File: src/rtl/add_round_sched.sv
// Round-robin scheduler that time-shares one add counter among NPLAYER requesters.
// Optional RUN timeout watchdog enabled by defining ROUND_TIMEOUT_EN.
module add_round_sched #(
    parameter int NPLAYER = 4,
    parameter int ROUNDS  = 4,
    parameter int TIMEOUT = 80
) (
    input  logic                   clk,
    input  logic                   rst_n,
    input  logic                   start,
    input  logic [NPLAYER-1:0]     req,
    input  logic [6*NPLAYER-1:0]   max_cfg,
    output logic                   add_control,
    output logic                   add_judge,
    output logic [5:0]             add_max,
    input  logic [5:0]             add_now,
    input  logic [9:0]             add_sum,
    output logic [NPLAYER-1:0]     grant,
    output logic                   busy,
    output logic [9:0]             delta,
    output logic                   delta_valid,
    output logic                   done,
    output logic                   err_timeout
);

    localparam int PW = (NPLAYER > 1) ? $clog2(NPLAYER) : 1;
    localparam logic [5:0] ROUNDS_C = 6'(ROUNDS);

    typedef enum logic [1:0] {IDLE, ARB, RUN, DONE} state_t;

    state_t             state, state_n;
    logic [PW-1:0]      rr, rr_n;
    logic [5:0]         cnt, cnt_n;
    logic [9:0]         sum_start, sum_start_n;
    logic               control_n, judge_n, busy_n, dv_n, done_n;
    logic [5:0]         max_n;
    logic [NPLAYER-1:0] grant_n;
    logic [9:0]         delta_n;
    logic [PW:0]        pk;
    logic [PW-1:0]      win;
    logic               pass_end;
    logic               timeout_hit;

    // First requester at or after the pointer, wrapping; returns {found, index}.
    function automatic logic [PW:0] pick(input logic [NPLAYER-1:0] r, input logic [PW-1:0] p);
        logic          found;
        logic [PW-1:0] idx;
        int            k;
        found = 1'b0;
        idx   = '0;
        for (int i = 0; i < NPLAYER; i++) begin
            k = int'(p) + i;
            if (k >= NPLAYER) k = k - NPLAYER;
            if (!found && r[k]) begin
                found = 1'b1;
                idx   = k[PW-1:0];
            end
        end
        return {found, idx};
    endfunction

    function automatic logic [PW-1:0] next_ptr(input logic [PW-1:0] w);
        if (w == PW'(NPLAYER - 1)) return '0;
        return w + 1'b1;
    endfunction

    assign pk       = pick(req, rr);
    assign win      = pk[PW-1:0];
    assign pass_end = (add_now == add_max);

    always_comb begin
        state_n     = state;
        rr_n        = rr;
        cnt_n       = cnt;
        sum_start_n = sum_start;
        control_n   = add_control;
        judge_n     = add_judge;
        max_n       = add_max;
        grant_n     = grant;
        busy_n      = busy;
        delta_n     = delta;
        dv_n        = 1'b0;
        done_n      = 1'b0;
        case (state)
            IDLE: begin
                if (start) begin
                    state_n   = ARB;
                    busy_n    = 1'b1;
                    control_n = 1'b1;
                    judge_n   = 1'b0;
                    cnt_n     = '0;
                end
            end
            ARB: begin
                judge_n = 1'b0;
                if (pk[PW]) begin
                    grant_n     = {{(NPLAYER-1){1'b0}}, 1'b1} << win;
                    max_n       = max_cfg[6*int'(win) +: 6];
                    sum_start_n = add_sum;
                    rr_n        = next_ptr(win);
                    judge_n     = 1'b1;
                    state_n     = RUN;
                end
            end
            RUN: begin
                if (pass_end || timeout_hit) begin
                    judge_n = 1'b0;
                    grant_n = '0;
                    cnt_n   = cnt + 1'b1;
                    // A timed-out pass is counted but produces no delta.
                    if (pass_end) begin
                        delta_n = add_sum - sum_start;
                        dv_n    = 1'b1;
                    end
                    if (cnt + 1'b1 == ROUNDS_C) begin
                        state_n = DONE;
                        done_n  = 1'b1;
                    end else begin
                        state_n = ARB;
                    end
                end
            end
            DONE: begin
                control_n = 1'b0;
                busy_n    = 1'b0;
                state_n   = IDLE;
            end
            default: state_n = IDLE;
        endcase
    end

    always_ff @(posedge clk) begin
        if (!rst_n) begin
            state       <= IDLE;
            rr          <= '0;
            cnt         <= '0;
            sum_start   <= '0;
            add_control <= 1'b0;
            add_judge   <= 1'b0;
            add_max     <= '0;
            grant       <= '0;
            busy        <= 1'b0;
            delta       <= '0;
            delta_valid <= 1'b0;
            done        <= 1'b0;
        end else begin
            state       <= state_n;
            rr          <= rr_n;
            cnt         <= cnt_n;
            sum_start   <= sum_start_n;
            add_control <= control_n;
            add_judge   <= judge_n;
            add_max     <= max_n;
            grant       <= grant_n;
            busy        <= busy_n;
            delta       <= delta_n;
            delta_valid <= dv_n;
            done        <= done_n;
        end
    end

`ifdef ROUND_TIMEOUT_EN
    localparam int TW = $clog2(TIMEOUT + 1);

    logic [TW-1:0] tcnt, tcnt_n;
    logic          err_n;

    // tcnt holds the number of RUN cycles already elapsed in this pass.
    assign timeout_hit = (tcnt == TW'(TIMEOUT - 1));

    always_comb begin
        tcnt_n = tcnt;
        err_n  = err_timeout;
        if (state == IDLE && start) err_n = 1'b0;
        if (state == ARB) tcnt_n = '0;
        else if (state == RUN) tcnt_n = tcnt + 1'b1;
        if (state == RUN && timeout_hit && !pass_end) err_n = 1'b1;
    end

    always_ff @(posedge clk) begin
        if (!rst_n) begin
            tcnt        <= '0;
            err_timeout <= 1'b0;
        end else begin
            tcnt        <= tcnt_n;
            err_timeout <= err_n;
        end
    end
`else
    assign timeout_hit = 1'b0;
    assign err_timeout = 1'b0;
`endif

endmodule

File: config.mk
export PLATFORM = sky130hd
export DESIGN_NAME = add_round_sched
export DESIGN_NICKNAME = d
export VERILOG_FILES = /design/src/rtl/add_round_sched.sv
export SDC_FILE = /design/constraint.sdc
export NUM_CORES = 1
export LEC_CHECK = 0
export BUFFER_PORTS_ARGS = -buffer_cell sky130_fd_sc_hd__buf_2
export CORE_UTILIZATION = 52
export DETAILED_ROUTE_END_ITERATION = 10
export PLACE_DENSITY_LB_ADDON = 0.15
export RECOVER_POWER = 25
export SETUP_SLACK_MARGIN = 0.05
export SLEW_MARGIN = 0
export SYNTH_ARGS = -nofsm -noshare
export SYNTH_HDL_FRONTEND = slang
export SYNTH_SLANG_ARGS = --single-unit
File: constraint.sdc
create_clock -name clk -period 2.5 [get_ports clk]
set_clock_uncertainty 0.05 [all_clocks]
set_input_delay 0.5 -clock clk [delete_from_list [all_inputs] [get_ports clk]]
set_output_delay 0.5 -clock clk [all_outputs]
set_load 0.02 [all_outputs]
# Word-level counts from Yosys, hierarchy flattened
# Index checks and enable logic that the tools add are counted.
[totals]
ff_bits = 44
output_inout_bits = 26
inputBits = 47
elab_cells = 109
[op_classes]
n_shift = 2
magnitude_cmp = 8
addsub = 10
mux = 48
reduce_logical = 20
n_eq_ne = 9
mul = 1
[op_table]
columns = ["operator", "n"]
rows = [
  ["< comparator 32 x 4 -> 1 bit (second input constant)", 4],
  ["2-to-1 mux 32 bit", 4],
  ["variable part select 24 x 6 -> 6 bit", 1],
  ["2-to-1 mux 1 bit", 21],
  ["2-to-1 mux 2 bit", 10],
  ["AND reduction 3 bit", 5],
  ["2-to-1 mux 6 bit", 2],
  ["one-hot mux 6 bit (2 select lines)", 1],
  ["subtractor 3 x 3 -> 4 bit (second input constant)", 3],
  ["subtractor 10 bit", 1],
  ["greater-or-equal comparator 3 bit (second input constant)", 3],
  ["binary-select mux 1 bit (select 2 bit)", 4],
  ["2-to-1 mux 4 bit", 2],
  ["one-hot mux 2 bit (4 select lines)", 1],
  ["one-hot mux 4 bit (2 select lines)", 1],
  ["AND reduction 2 bit", 4],
  ["adder 2 x 2 -> 3 bit (second input constant)", 2],
  ["adder 6 x 1 -> 6 bit (second input constant)", 1],
  ["equality test 2 bit (second input constant)", 3],
  ["equality test 6 x 3 -> 1 bit (second input constant)", 1],
  ["equality test 6 bit", 1],
  ["!= test 2 bit (second input constant)", 3],
  ["nonzero test 2 bit", 3],
  ["multiplier 2 x 2 -> 4 bit (first input constant)", 1],
  ["other kinds (12)", 16],
]

# Logic depth before layout (Yosys ltp)
[logic_depth]
depth_word = 20
mapped_depth = 9
mapped_depth_nobuf = 9

# Least setup slack after synthesis
# No wires, ideal clock.
[synth_path]
path_kind = "input to register"
startpoint = "input port add_sum[0]"
endpoint = "register delta[8]"
setup_time_ns = 0.132
setup_slack_ns = 0.173
t_arrival_ns = 2.144
path_stages = 9
path_cell_list = "inv_1 > ha_1 > inv_1 > fa_1 > a211oi_1 > o21bai_1 > or4b_1 > nand4_1 > a21oi_1"
[synth_between]
elab_chain_cells = 1
[synth_rtl]
columns = ["element", "line", "rtl"]
rows = [
  ["from (decl)", "17", "input logic [9:0] add_sum,"],
  ["subtractor 10 bit", "112", "delta_n = add_sum - sum_start;"],
  ["to (signal assigned)", "156", "delta <= delta_n;"],
  ["to (decl)", "20", "output logic [9:0] delta,"],
]
# Every way passes these cells.
# A chain may end at the register's enable or synchronous reset.

# Worst setup path in the final report
[layout_path]
startpoint = "register sum_start[0]"
endpoint = "register delta[8]"
[layout_between]
elab_chain_cells = 1
[layout_rtl]
columns = ["element", "line", "rtl"]
rows = [
  ["from (decl)", "34", "logic [9:0] sum_start, sum_start_n;"],
  ["from (signal assigned)", "150", "sum_start <= sum_start_n;"],
  ["subtractor 10 bit", "112", ""],
]
# Every way passes these cells.

==> metrics.log <==
[metrics] via count: 2,418
[metrics] Congestion Overflow GR: 0
[metrics] number of buffers created by CTS: 5
[metrics] number of DRC violations after detailed routing: 0
[metrics] number of flops mapped to enable cells by yosys: 0
[metrics] type of the most critical hold path: in -> reg
[metrics] Pwr per Cell Area: approximately 510 mW/mm²
[metrics] average size of a mapped cell: 8.139 µm²
[metrics] CP endpoint kind: register
[metrics] final routed wire length divided by cell count: between 10 and 15 µm
[metrics] total power draw: between 1500 and 2000 µW
[metrics] Final HPWL DP: 4506 µm
[metrics] number of vias per cell after detailed routing: between 5 and 6
[metrics] final period demand of the worst path: around 2.3 ns
[metrics] cell area reported after detailed placement: around 0.003 mm²
[metrics] register clock-pin slew on the reported worst setup and hold paths: about 0.080 ns
[metrics] CP max FO: 2
[metrics] Setup CP Type: reg -> reg
[metrics] total count of max-transition violations in the final report: 0
[metrics] reported leakage power: ~0.0012 µW
[metrics] maxcap violations: 0
[metrics] Post-CTS Resized: 0
[metrics] number of nets in the layout: between 400 and 500
[metrics] fraction of final layout cells sized beyond drive strength 1: a little over a fifth
[metrics] area of the core region: between 0.004 and 0.005 mm²
[metrics] Final Setup Violations: 0
[metrics] post-synth net total: 372
[metrics] input/output buffers: 71
[metrics] H-tree depth: 2
[metrics] cell area after technology mapping: around 0.0025 mm²
[metrics] pin count of the biggest net entering global routing: 18
[metrics] count of routing violations after the opening detailed-route iteration: roughly 120
[metrics] antenna cells: 0
[metrics] hold bufs inserted after CTS: 0
[metrics] number of setup buffers added after CTS: 0
[metrics] Synth-to-Final Area Change: 21.29%
[metrics] setup repair after global routing missed its margin: false
[metrics] top cells by area in the synthesized netlist: dfxtp_1, ha_1, a21oi_1
[metrics] post-synthesis instance total: about 300
[metrics] standard-cell rows: 24
[metrics] number of fill cells in the layout: between 400 and 500
[metrics] height of the die: about 70 µm
[metrics] type of element launching the critical path: register
[metrics] insertion delay of the later-clocked pin in the worst-skew pair: ~0.30 ns
[metrics] Detail Route Antenna Nets: 0
[metrics] most common flop cell mapped by yosys: dfxtp_1
[metrics] clock tree from TritonCTS: built
[metrics] CTS root buffer: clkbuf_8
[metrics] result of the run: finished clean
[metrics] placer congestion estimate: ~0.88
[metrics] Die Outline Area: slightly above 0.005 mm²
[metrics] horizontal extent of the die: approximately 70 µm
[metrics] wire length of the first global-routing pass: ~10,000 µm
[metrics] Tcrit/Tclk final: 90.33%
[metrics] via count of the first global-routing pass: around 2,200
[metrics] Sink Count: between 40 and 50
[metrics] number of non-filler instances in the completed layout: approximately 440
[metrics] fraction of post-synthesis cell area in the top cell type by area: between 30% and 40%
[metrics] Worst Hold Margin: 0.3983 ns
[metrics] number of antenna violations at the first check in global routing: 0
[metrics] max frequency: approximately 440 MHz
[metrics] cell accounting for the most synthesized area: dfxtp_1
[metrics] sequential cell area fraction in the yosys report: 35.02%
[metrics] number of iterations in the first detailed-routing pass: 4
[metrics] Final Routed Wirelength: roughly 6000 µm
[metrics] ports placed on the boundary: between 70 and 80
[metrics] commonest cells after routing, fill and taps aside: buf_2, dfxtp_1, nand2_1
[metrics] starting density of the core: 55.83%
[metrics] Placed Cells: approximately 430
[metrics] Fin. Hold Viols: 0
[metrics] final non-filler cell area: just over 0.003 mm²
[metrics] count of warnings emitted by yosys: 0
[metrics] count of different cell masters after synthesis: 52
[metrics] flip-flop and latch count after synthesis: 44
[metrics] clock tree buffer depth: 2
[metrics] asr flop ratio synth: 0%
[metrics] Worst EP arrival: roughly 2.4 ns
[metrics] Tot GR Track Use: 24.79%
[metrics] highest ir drop seen on vdd: roughly 380 µV
[metrics] Worst EP required: approximately 2.7 ns
[metrics] commonest non-fill, non-tap cell in the layout: buf_2
## layer usage
layer,track usage [%],routed length [µm]
met1,33.83,2877
met2,38.94,2763
met3,4.219,229
met4,10.46,115
met5,0,0
## cells in the mapped netlist (6+ instances only)
cell type  count
o21ai_0        7
inv_1         16
mux2i_1       12
nand2_1       41
o221ai_1       7
a21oi_1       35
xnor2_1        6
clkbuf_1       7
ha_1          15
a211oi_1       6
or3_1          7
nand3_1       26
nor2_1        14
dfxtp_1       44
buf_2          6
## worst max-delay path, stage by stage (launching register included)
cell and delay, ns:
dfxtp_1 0.34, ha_1 0.18, inv_1 0.06, fa_1 0.38
a211oi_1 0.33, o21bai_1 0.15, or4b_1 0.48, nand4_1 0.11
a21oi_1 0.07
## flip-flops by register name, indices dropped and copies added, names as in the netlist
name         count
delta           10
sum_start       10
add_max          6
cnt              6
grant            4
rr               2
state            2
add_judge        1
busy             1
delta_valid      1
done             1
## through the flow
stage	setup TNS [ns]	worst slack, ns	utilization [%]
global placement	-0.006306	-0.006306	66.28
global route	0	0.1612	67.72
detailed placement	-0.05401	-0.05401	66.28
floorplan	0	0.1732	-
finish	0	0.2417	67.72
CTS	0	0.2513	68.28
## cell type report
class                      count  area (µm²)  area share, %
tap                           52       65.06          2.133
timing repair buffer          86       461.7          15.14
inverter                      17       63.81          2.092
clock buffer                   8       90.09          2.953
multi-input combinational    232        1489          48.81
sequential                    44       880.8          28.88
## where the power goes
group	internal, µW	switching (µW)
logic	148	196
registers	727	22.3
clock network	226	243
total	1100	462
## worst paths after layout
path	start	endpoint	slack (ns)	depth (start not counted)
setup / recovery	sum_start[0]	delta[8]	0.24	8
hold / removal	add_sum[3]	sum_start[3]	0.40	3
setup reg to reg	sum_start[0]	delta[8]	0.24	8
hold reg to reg	delta[1]	delta[1]	0.40	2
## logic make-up (layout without fill, tap and decap cells)
logic type | Yosys count | count (layout) | synth area share, %
xor gates and xnor gates | 8 | 8 | 3.085
adders and majority gates | 16 | 16 | 8.259
AOI/OAI and AO/OA | 76 | 76 | 19.20
buffers and inverters | 33 | 111 | 5.522
other | 1 | 1 | 0.1491
DFF | 44 | 44 | 35.02
muxes | 12 | 12 | 4.776
and+or+nand+nor | 119 | 119 | 23.98
Note: power is estimated with default switching activity, not from simulation.
